[config.mk]
export PLATFORM = sky130hd
export DESIGN_NAME = rr_arbiter
export DESIGN_NICKNAME = d
export VERILOG_FILES = /design/src/rtl/arb_pkg.sv /design/src/rtl/rr_pick.sv /design/src/rtl/rr_arbiter.sv
export SDC_FILE = /design/constraint.sdc
export NUM_CORES = 1
export LEC_CHECK = 0
export ABC_AREA = 1
export CORE_MARGIN = 8
export CORE_UTILIZATION = 51
export CTS_BUF_LIST = sky130_fd_sc_hd__clkbuf_16
export DETAILED_ROUTE_END_ITERATION = 6
export PLACE_DENSITY_LB_ADDON = 0.3
export SLEW_MARGIN = 30
export SYNTH_ARGS = -nofsm -noshare
export SYNTH_HDL_FRONTEND = slang
export SYNTH_HIERARCHICAL = 1
export SYNTH_SLANG_ARGS = --single-unit
[constraint.sdc]
create_clock -name clock -period 1.65 [get_ports clock]
set_input_delay 0.2475 -clock clock [delete_from_list [all_inputs] [get_ports clock]]
set_output_delay 0.2475 -clock clock [all_outputs]
set_load 0.01 [all_outputs]
[src/rtl/arb_pkg.sv]
// Shared definitions for the round-robin arbiter family.
//   state_t   : FSM encoding (ST_IDLE = 0, ST_GRANT = 1)
//   cnt_width : width of a hold counter able to reach max_hold (minimum 1 bit)
package arb_pkg;

  typedef enum logic {
    ST_IDLE  = 1'b0,
    ST_GRANT = 1'b1
  } state_t;

  // Holds values 0..max_hold. max_hold = 0 still gets one bit so the
  // counter declaration stays legal when the hold limit is disabled.
  function automatic int cnt_width(input int max_hold);
    int w;
    w = $clog2(max_hold + 1);
    if (w < 1) w = 1;
    return w;
  endfunction

endpackage

[src/rtl/rr_pick.sv]
// Combinational rotate-priority picker.
// Finds the first set bit of req searching ptr, ptr+1, ... wrapping modulo
// NUM_REQ.
//   req   : request vector
//   ptr   : index with highest priority this cycle
//   found : some bit of req is set
//   idx   : index of the winning request (0 when found = 0)
module rr_pick #(
  parameter int NUM_REQ = 4,
  parameter int ID_W    = $clog2(NUM_REQ)
) (
  input  logic [NUM_REQ-1:0] req,
  input  logic [ID_W-1:0]    ptr,
  output logic               found,
  output logic [ID_W-1:0]    idx
);

  logic [2*NUM_REQ-1:0] dbl;

  // Duplicating the vector turns the wrap-around search into a plain
  // priority encode starting at ptr; a hit in the upper copy maps back
  // by subtracting NUM_REQ.
  always_comb begin
    dbl   = {req, req};
    found = 1'b0;
    idx   = '0;
    for (int i = 0; i < 2 * NUM_REQ; i++) begin
      if (!found && (i >= int'(ptr)) && dbl[i]) begin
        found = 1'b1;
        if (i >= NUM_REQ) idx = ID_W'(i - NUM_REQ);
        else              idx = ID_W'(i);
      end
    end
  end

endmodule

[src/rtl/rr_arbiter.sv]
// Round-robin arbiter with registered one-hot grant, grant hold and an
// optional hold limit.
//   clock     : rising-edge clock
//   reset_n   : asynchronous active-low reset
//   req       : request vector, bit i high while requester i wants the resource
//   gnt       : registered one-hot grant, zero when idle
//   gnt_valid : |gnt
//   gnt_id    : index of the owner; holds its last value while idle
//   timeout   : one-cycle pulse when the hold limit revokes a grant
//   state     : current FSM state (debug visibility)
//
// Handshake: req[i] is a level request held by the master; gnt[i] is the
// answer. A grant is kept while req of the owner stays high (bounded by
// MAX_HOLD when non-zero); the owner releases by dropping req. Every tenure
// is followed by exactly one idle cycle with gnt = 0.
module rr_arbiter
  import arb_pkg::*;
#(
  parameter int NUM_REQ  = 4,
  parameter int MAX_HOLD = 16,
  parameter int ID_W     = $clog2(NUM_REQ)
) (
  input  logic               clock,
  input  logic               reset_n,
  input  logic [NUM_REQ-1:0] req,
  output logic [NUM_REQ-1:0] gnt,
  output logic               gnt_valid,
  output logic [ID_W-1:0]    gnt_id,
  output logic               timeout,
  output state_t             state
);

  localparam int              CNT_W    = cnt_width(MAX_HOLD);
  localparam logic [CNT_W-1:0] HOLD_LIM = CNT_W'(MAX_HOLD);
  localparam logic [ID_W-1:0]  LAST_ID  = ID_W'(NUM_REQ - 1);

  state_t             state_n;
  logic [ID_W-1:0]    ptr, ptr_n;
  logic [CNT_W-1:0]   cnt, cnt_n;
  logic [NUM_REQ-1:0] gnt_n;
  logic               gnt_valid_n;
  logic [ID_W-1:0]    gnt_id_n;
  logic               timeout_n;

  logic               pick_found;
  logic [ID_W-1:0]    pick_idx;

  rr_pick #(
    .NUM_REQ (NUM_REQ),
    .ID_W    (ID_W)
  ) u_pick (
    .req   (req),
    .ptr   (ptr),
    .found (pick_found),
    .idx   (pick_idx)
  );

  always_ff @(posedge clock or negedge reset_n) begin
    if (!reset_n) begin
      state     <= ST_IDLE;
      ptr       <= '0;
      cnt       <= '0;
      gnt       <= '0;
      gnt_valid <= 1'b0;
      gnt_id    <= '0;
      timeout   <= 1'b0;
    end else begin
      state     <= state_n;
      ptr       <= ptr_n;
      cnt       <= cnt_n;
      gnt       <= gnt_n;
      gnt_valid <= gnt_valid_n;
      gnt_id    <= gnt_id_n;
      timeout   <= timeout_n;
    end
  end

  always_comb begin
    state_n     = state;
    ptr_n       = ptr;
    cnt_n       = cnt;
    gnt_n       = gnt;
    gnt_valid_n = gnt_valid;
    gnt_id_n    = gnt_id;
    timeout_n   = 1'b0;

    case (state)
      ST_IDLE: begin
        if (pick_found) begin
          gnt_n           = '0;
          gnt_n[pick_idx] = 1'b1;
          gnt_valid_n     = 1'b1;
          gnt_id_n        = pick_idx;
          cnt_n           = CNT_W'(1);
          state_n         = ST_GRANT;
        end
      end

      ST_GRANT: begin
        if (req[gnt_id] && ((MAX_HOLD == 0) || (cnt < HOLD_LIM))) begin
          // With no limit the counter only serves as a tenure length and
          // saturates instead of wrapping.
          if (cnt != '1) cnt_n = cnt + 1'b1;
        end else begin
          // Released or revoked: the owner moves to the back of the queue.
          // Explicit wrap because NUM_REQ need not be a power of two.
          gnt_n       = '0;
          gnt_valid_n = 1'b0;
          state_n     = ST_IDLE;
          ptr_n       = (gnt_id == LAST_ID) ? '0 : gnt_id + 1'b1;
          timeout_n   = req[gnt_id];
        end
      end

      default: begin
        state_n = ST_IDLE;
      end
    endcase
  end

endmodule

==> summary.md, run 1 <==
| Metric | Value |
|---|---|
| Outcome | `completed` |
| Setup Crit Path Kind | `reg -> out` |
| Crit path max fanout | `7` |
| Seq cells post-synth | `16` |
| Diodes inserted | `0` |
| Endpoints failing setup | `0` |
| Final WL | `roughly 2.2 mm` |
| Hpwl dp | `between 1.5 and 2 mm` |
| Largest stage delay, worst path | `~0.60 ns` |
| Largest net degree at the start of global routing | `17` |
| Clock Root Buffer | `clkbuf_16` |
| PortBufs | `14` |
| Largest buffer count on any clock path | `2` |
| DR WL/cell | `12.6 um` |
| RSZ-0062 raised after global routing | `false` |
| Synthesized instance count | `127` |
| Slew margin rel. | `83.6%` |
| FF-to-FF setup slack | `0.11 ns` |
| Leakage | `approximately 0.00065 uW` |
| Routed vias/inst | `5.10` |
| Die area | `3490 um2` |
| WP data required | `~1.4 ns` |
| Critical Path AT | `1.31 ns` |
| DRC | `0` |
| CP Capture Point | `gnt_id[0]` |
| Worst R2R Path Depth | `10` |
| Final Cycle Share | `94.7%` |
| Post-synthesis sequential area ratio | `42.3%` |
| GRT Util Overall | `14.0%` |
| H-tree Lvls | `1` |
| Hold_buf cts | `0` |
| Startpoint class of the critical path | `flop` |
| Die Span Y | `59.1 um` |
| Net Count, Synth | `between 100 and 150` |
| Final core utilization | `71.0%` |
| I/O Pins | `15` |
| Standard-cell rows | `15` |
| Critical Path End Type | `primary output` |
| Critical path depth in cells | `1` |
| Detailed Routing Iterations Pass 1 | `4` |
| Clk_lat worst skew | `0.24 ns` |
| CTS buffer count | `3` |
| Via count of the first global-routing pass | `875` |
| PwrDens | `between 1500 and 2000 nW/um2` |
| GPL Wtd Cong | `approximately 0.93` |
| Critical path buffer and inverter count | `1` |
| Worst r2r dst | `gnt[3]` |
| Nets@finish | `roughly 160` |
| Die Width | `59.1 um` |
| Drt first-iter violations | `21` |
| Synth unique cells | `18` |
| Initial Util | `54.2%` |
| Core area | `1750 um2` |
| Final Skew | `0.00109 ns` |
| Total power | `between 2000 and 2500 uW` |
| Slowest cell on crit path | `clkdlybuf4s50_1` |
| Final hold violation count | `0` |
| Crit-path leading delay family | `buffers and inverters` |
| Final Max Tran Viols | `0` |
| Post-layout min period | `1.56 ns` |
| Final WS setup | `0.0878 ns` |
| Max cap viols | `0` |
| Worst r2r src | `ptr[1]` |
| Remaining Overflow, GRT | `0` |
| Worst Max-Slew Pin Slew | `0.246 ns` |
| Post-Place Worst Slack | `-0.148 ns` |
| Global-route wire length before repair | `3.82 mm` |
| Clk slew on worst S/H paths | `0.05 ns` |
| Worst vdd ir | `1.13 mV` |
| Post-synthesis cell area | `946 um2` |
| Total number of vias | `roughly 900` |
| Hold/Removal Path Class | `in -> async` |
| Syn avg cell area | `7.45 um2` |
| CTS tree | `done` |
| Antenna-violating nets left | `0` |
| Share of layout cells above drive strength 1 | `between 10% and 20%` |
| Worst Setup SP | `gnt_id[0]` |
| Worst-path cell chain | `clkdlybuf4s50_1` |
| Area growth syn-to-layout | `31.0%` |
| Clock sinks | `16` |
| Initial antenna violation count | `0` |
| Ys Warns | `6` |
| Highest clock rate | `around 640 MHz` |
[cell usage in the layout, fill, tap and decap left out, drive strengths merged]
| master | count |
|---|---|
| buf | 8 |
| clkbuf | 3 |
| clkdlybuf4s50 | 14 |
| clkinv | 1 |
| clkinvlp | 1 |
| dfrtp | 16 |
| ha | 3 |
| inv | 16 |
| nand2 | 46 |
| nand3 | 16 |
| nand3b | 1 |
| nand4 | 6 |
| nor2 | 13 |
| o21ai | 7 |
[stage by stage]
step	setup TNS (ns)	area, um2	cells	hold slack, ns
finish	0	1240	176	0.331
global route	0	1240	176	0.367
CTS	0	1230	176	0.335
detailed placement	-1.26	1150	172	0.487
global placement	-0.570	1150	172	0.493
floorplan	0	946	127	-0.0481
[cell usage after synthesis]
cell type	instances	area, um2
nand2_1	43	161
dfrtp_1	16	400
inv_1	15	56.3
nand3_1	14	70.1
nor2_1	11	41.3
nand4_1	6	37.5
o21ai_0	4	20.0
ha_1	3	37.5
nand2_2	3	18.8
buf_6	2	22.5
nand3_2	2	20.0
o21ai_1	2	10.0
clkinv_1	1	3.75
inv_2	1	3.75
nand3b_1	1	7.51
nor2_2	1	6.26
nor2_8	1	20.0
o21ai_2	1	8.76
[state kept, by name, indices dropped and copies added, names as in the netlist]
signal,cells
gnt_id,2
ptr,2
cnt,5
gnt,4
timeout,1
gnt_valid,1
state,1
[what timing repair did]
action / in CTS / in global routing
endpoints found under the setup margin: 1 / 8
setup buffers: 0 / 0
pin swaps: 0 / 1
gates resized for setup: 1 / 1
cloned: 0 / 0
[final cells by class]
type                       instances  area (um2)
sequential                        16         402
clock inverter                     1        3.75
multi-input combinational         92         459
clock buffer                       3        75.1
timing repair buffer              22         200
inverter                          17        67.6
fill                             134         507
tap                               25        31.3
[layer usage]
metal / wire length [um] / global-route usage, %
met4: 12 / 4.10
met2: 1140 / 25.2
met5: 0 / 0
met3: 100 / 3.04
met1: 958 / 15.9
[how the worst min path moves through the flow]
stage | from | to | slack, ns | depth (start not counted)
after floorplan | reset_n | cnt[0] | -0.05 | 0
after global placement | ptr[0] | ptr[0] | 0.49 | 2
after detailed placement | cnt[3] | cnt[3] | 0.49 | 2
after CTS | reset_n | cnt[0] | 0.34 | 2
after global routing | reset_n | state | 0.37 | 2
final | reset_n | state | 0.33 | 2
[cells by family (layout without fill, tap and decap cells)]
| group | after synthesis | count (layout) | synth area share (%) |
|---|---|---|---|
| buffers and inverters | 19 | 43 | 9.13 |
| AO/OA/AOI/OAI | 7 | 7 | 4.10 |
| AND/OR/NAND/NOR | 82 | 82 | 40.5 |
| adder cells (fa/ha/maj) | 3 | 3 | 3.97 |
| flip-flops | 16 | 16 | 42.3 |
[where the power goes]
group          internal, uW  switching, uW  total (uW)
registers               571            183         754
logic                   508            655        1160
clock network           321            147         468
total                  1400            985        2390
Note: power is estimated with default switching activity, not from simulation.
==> run 2: changes to the inputs <==
HOLD_SLACK_MARGIN = 0.12   (was unset)
==> results of run 2 <==
Final layout, timing and power as in run 1 (identical DEF).
==> run 3: changes to the inputs <==
CORE_UTILIZATION = 55   (was 51)
clock period = 1.9 ns   (was 1.65 ns; I/O delays follow)
==> summary.md, run 3 (synthesis results as in run 1) <==
| Metric | Value |
|---|---|
| Global-route wire length before repair | `3.67 mm (-4.0%)` |
| FF-to-FF setup slack | `0.27 ns (+0.16 ns)` |
| Post-Place Worst Slack | `-0.00968 ns (+0.138 ns)` |
| Share of layout cells above drive strength 1 | `11.5% (-3.1 points)` |
| Post-CTS sizing | `0 (-1)` |
| Max cap viols | `0 (unchanged)` |
| Worst vdd ir | `1.07 mV (-5.5%)` |
| Standard-cell rows | `15 (unchanged)` |
| Critical Path AT | `1.81 ns (+0.50 ns)` |
| Largest net degree at the start of global routing | `17 (unchanged)` |
| Clk slew on worst S/H paths | `0.05 ns (about the same)` |
| Slew margin rel. | `83.2% (-0.41 points)` |
| H-tree Lvls | `1 (unchanged)` |
| Clock sinks | `16 (unchanged)` |
| Leakage | `0.000640 uW (-1.9%)` |
| Final hold violation count | `0 (unchanged)` |
| I/O Pins | `15 (unchanged)` |
| Via count of the first global-routing pass | `849 (-3.0%)` |
| PwrDens | `1690 nW/um2 (-12%)` |
| Outcome | `completed` |
| Worst R2R Path Depth | `10 (unchanged)` |
| Initial Util | `56.6% (+2.4 points)` |
| Final WL | `2.16 mm (-2.4%)` |
| PortBufs | `14 (unchanged)` |
| Hold/Removal Path Class | `in -> async` |
| Final WS setup | `0.206 ns (+0.118 ns)` |
| Final Max Tran Viols | `0 (unchanged)` |
| Detailed Routing Iterations Pass 1 | `4 (unchanged)` |
| CTS tree | `done` |
| GPL Wtd Cong | `0.915 (-1.9%)` |
| Remaining Overflow, GRT | `0 (unchanged)` |
| Area growth syn-to-layout | `27.0%` |
| Most common cell after layout, fill and taps aside | `nand2_1` |
| Diodes inserted | `0 (unchanged)` |
| Total power | `2040 uW (-15%)` |
| Final Cycle Share | `just under 90%` |
| Top Registers | `cnt x5, gnt x4` |
| Clock Root Buffer | `clkbuf_16` |
| Placed insts | `161 (-6.4%)` |
| Register Area | `400 um2 (-0.31%)` |
| CTS buffer count | `3 (unchanged)` |
| Routed vias/inst | `5.53 (+8.5%)` |
| Startpoint class of the critical path | `input port` |
| Hold_buf cts | `0 (unchanged)` |
| Commonest cells after routing, fill and taps aside | `nand2_1, dfrtp_1, inv_1` |
| Area occupied by multi-input gates | `459 um2 (unchanged)` |
| RSZ-0062 raised after global routing | `false` |
| Total number of vias | `912 (+1.7%)` |
| Highest clock rate | `approximately 600 MHz` |
| Most flops, register | `cnt` |
| Post-layout min period | `1.69 ns` |
| Nets@finish | `158 (-1.9%)` |
| Max reg flops | `5 (unchanged)` |
| Largest buffer count on any clock path | `2 (unchanged)` |
| Initial antenna violation count | `0 (unchanged)` |
| Hpwl dp | `1.64 mm (+0.12%)` |
| DRC | `0 (unchanged)` |
| Final Skew | `0.00307 ns (+0.00198 ns)` |
| Worst r2r src | `ptr[0]` |
| Setup Buffers After CTS | `0 (unchanged)` |
| Critical Path End Type | `flop` |
| Core area | `1670 um2 (-4.3%)` |
| Antenna-violating nets left | `0 (unchanged)` |
| Worst Max-Slew Pin Slew | `0.252 ns (+0.00611 ns)` |
| DR WL/cell | `13.1 um (+4.2%)` |
| Worst Setup SP | `req[3]` |
| Setup Crit Path Kind | `in -> reg` |
| Crit path max fanout | `9 (+2)` |
| Endpoints failing setup | `0 (unchanged)` |
| GRT Util Overall | `14.1% (+0.13 points)` |
| WP data required | `2.01 ns (+0.61 ns)` |
| Filler cells | `121 (-9.7%)` |
| Die Span Y | `57.5 um (-2.7%)` |
| Worst r2r dst | `gnt[3]` |
| Die Width | `57.5 um (-2.7%)` |
| Clk_lat worst skew | `0.25 ns (about the same)` |
| Post-route insts no fill | `165 (-6.3%)` |
| Die area | `3300 um2 (-5.3%)` |
| Drt first-iter violations | `23 (+9.5%)` |
run 3: critical path, stage by stage:
cell,delay (ns)
clkdlybuf4s50_1,0.54
inv_1,0.07
nand2_2,0.08
nor2_2,0.05
nand3b_1,0.08
inv_1,0.11
nor2_8,0.13
clkinv_1,0.21
nand3_1,0.15
o21ai_0,0.10
run 3: how the worst max path moves through the flow:
stage                  end  slack, ns  cells past startpoint
floorplan           gnt[3]       0.50                     10
global placement    gnt[3]       0.08                     10
detailed placement  gnt[3]      -0.01                     10
CTS                 gnt[3]       0.22                     10
global route        gnt[3]       0.08                     10
finish              gnt[3]       0.21                     10
run 3: cell type report:
class | instances | area share, %
timing repair buffer | 19 | 14.8
tap | 17 | 1.77
sequential | 16 | 33.3
clock buffer | 3 | 6.25
clock inverter | 1 | 0.313
multi-input combinational | 92 | 38.2
inverter | 17 | 5.31
run 3: power by group:
group          total (uW)  switching, uW  internal, uW
Sequential            622            129           494
Clock                 414            134           279
Combinational         999            582           418
run 3: per-stage QoR:
| step | setup TNS, ns | util, % | hold slack (ns) | cell area (um2) |
|---|---|---|---|---|
| 2_1_floorplan | 0 | - | -0.0106 | 946 |
| 3_3_place_gp | 0 | 67.2 | 0.498 | 1120 |
| 3_5_place_dp | -0.00968 | 67.2 | 0.505 | 1120 |
| 4_1_cts | 0 | 71.9 | 0.359 | 1200 |
| 5_1_grt | 0 | 71.9 | 0.381 | 1200 |
| 6_report | 0 | 71.9 | 0.350 | 1200 |
run 3: per-layer routing:
metal	vias up	track usage, %	wire (um)
met3	9	3.14	73
met2	23	22.8	1050
met5	-	0	0
li1	449	-	-
met4	0	8.93	82
met1	431	16.4	956
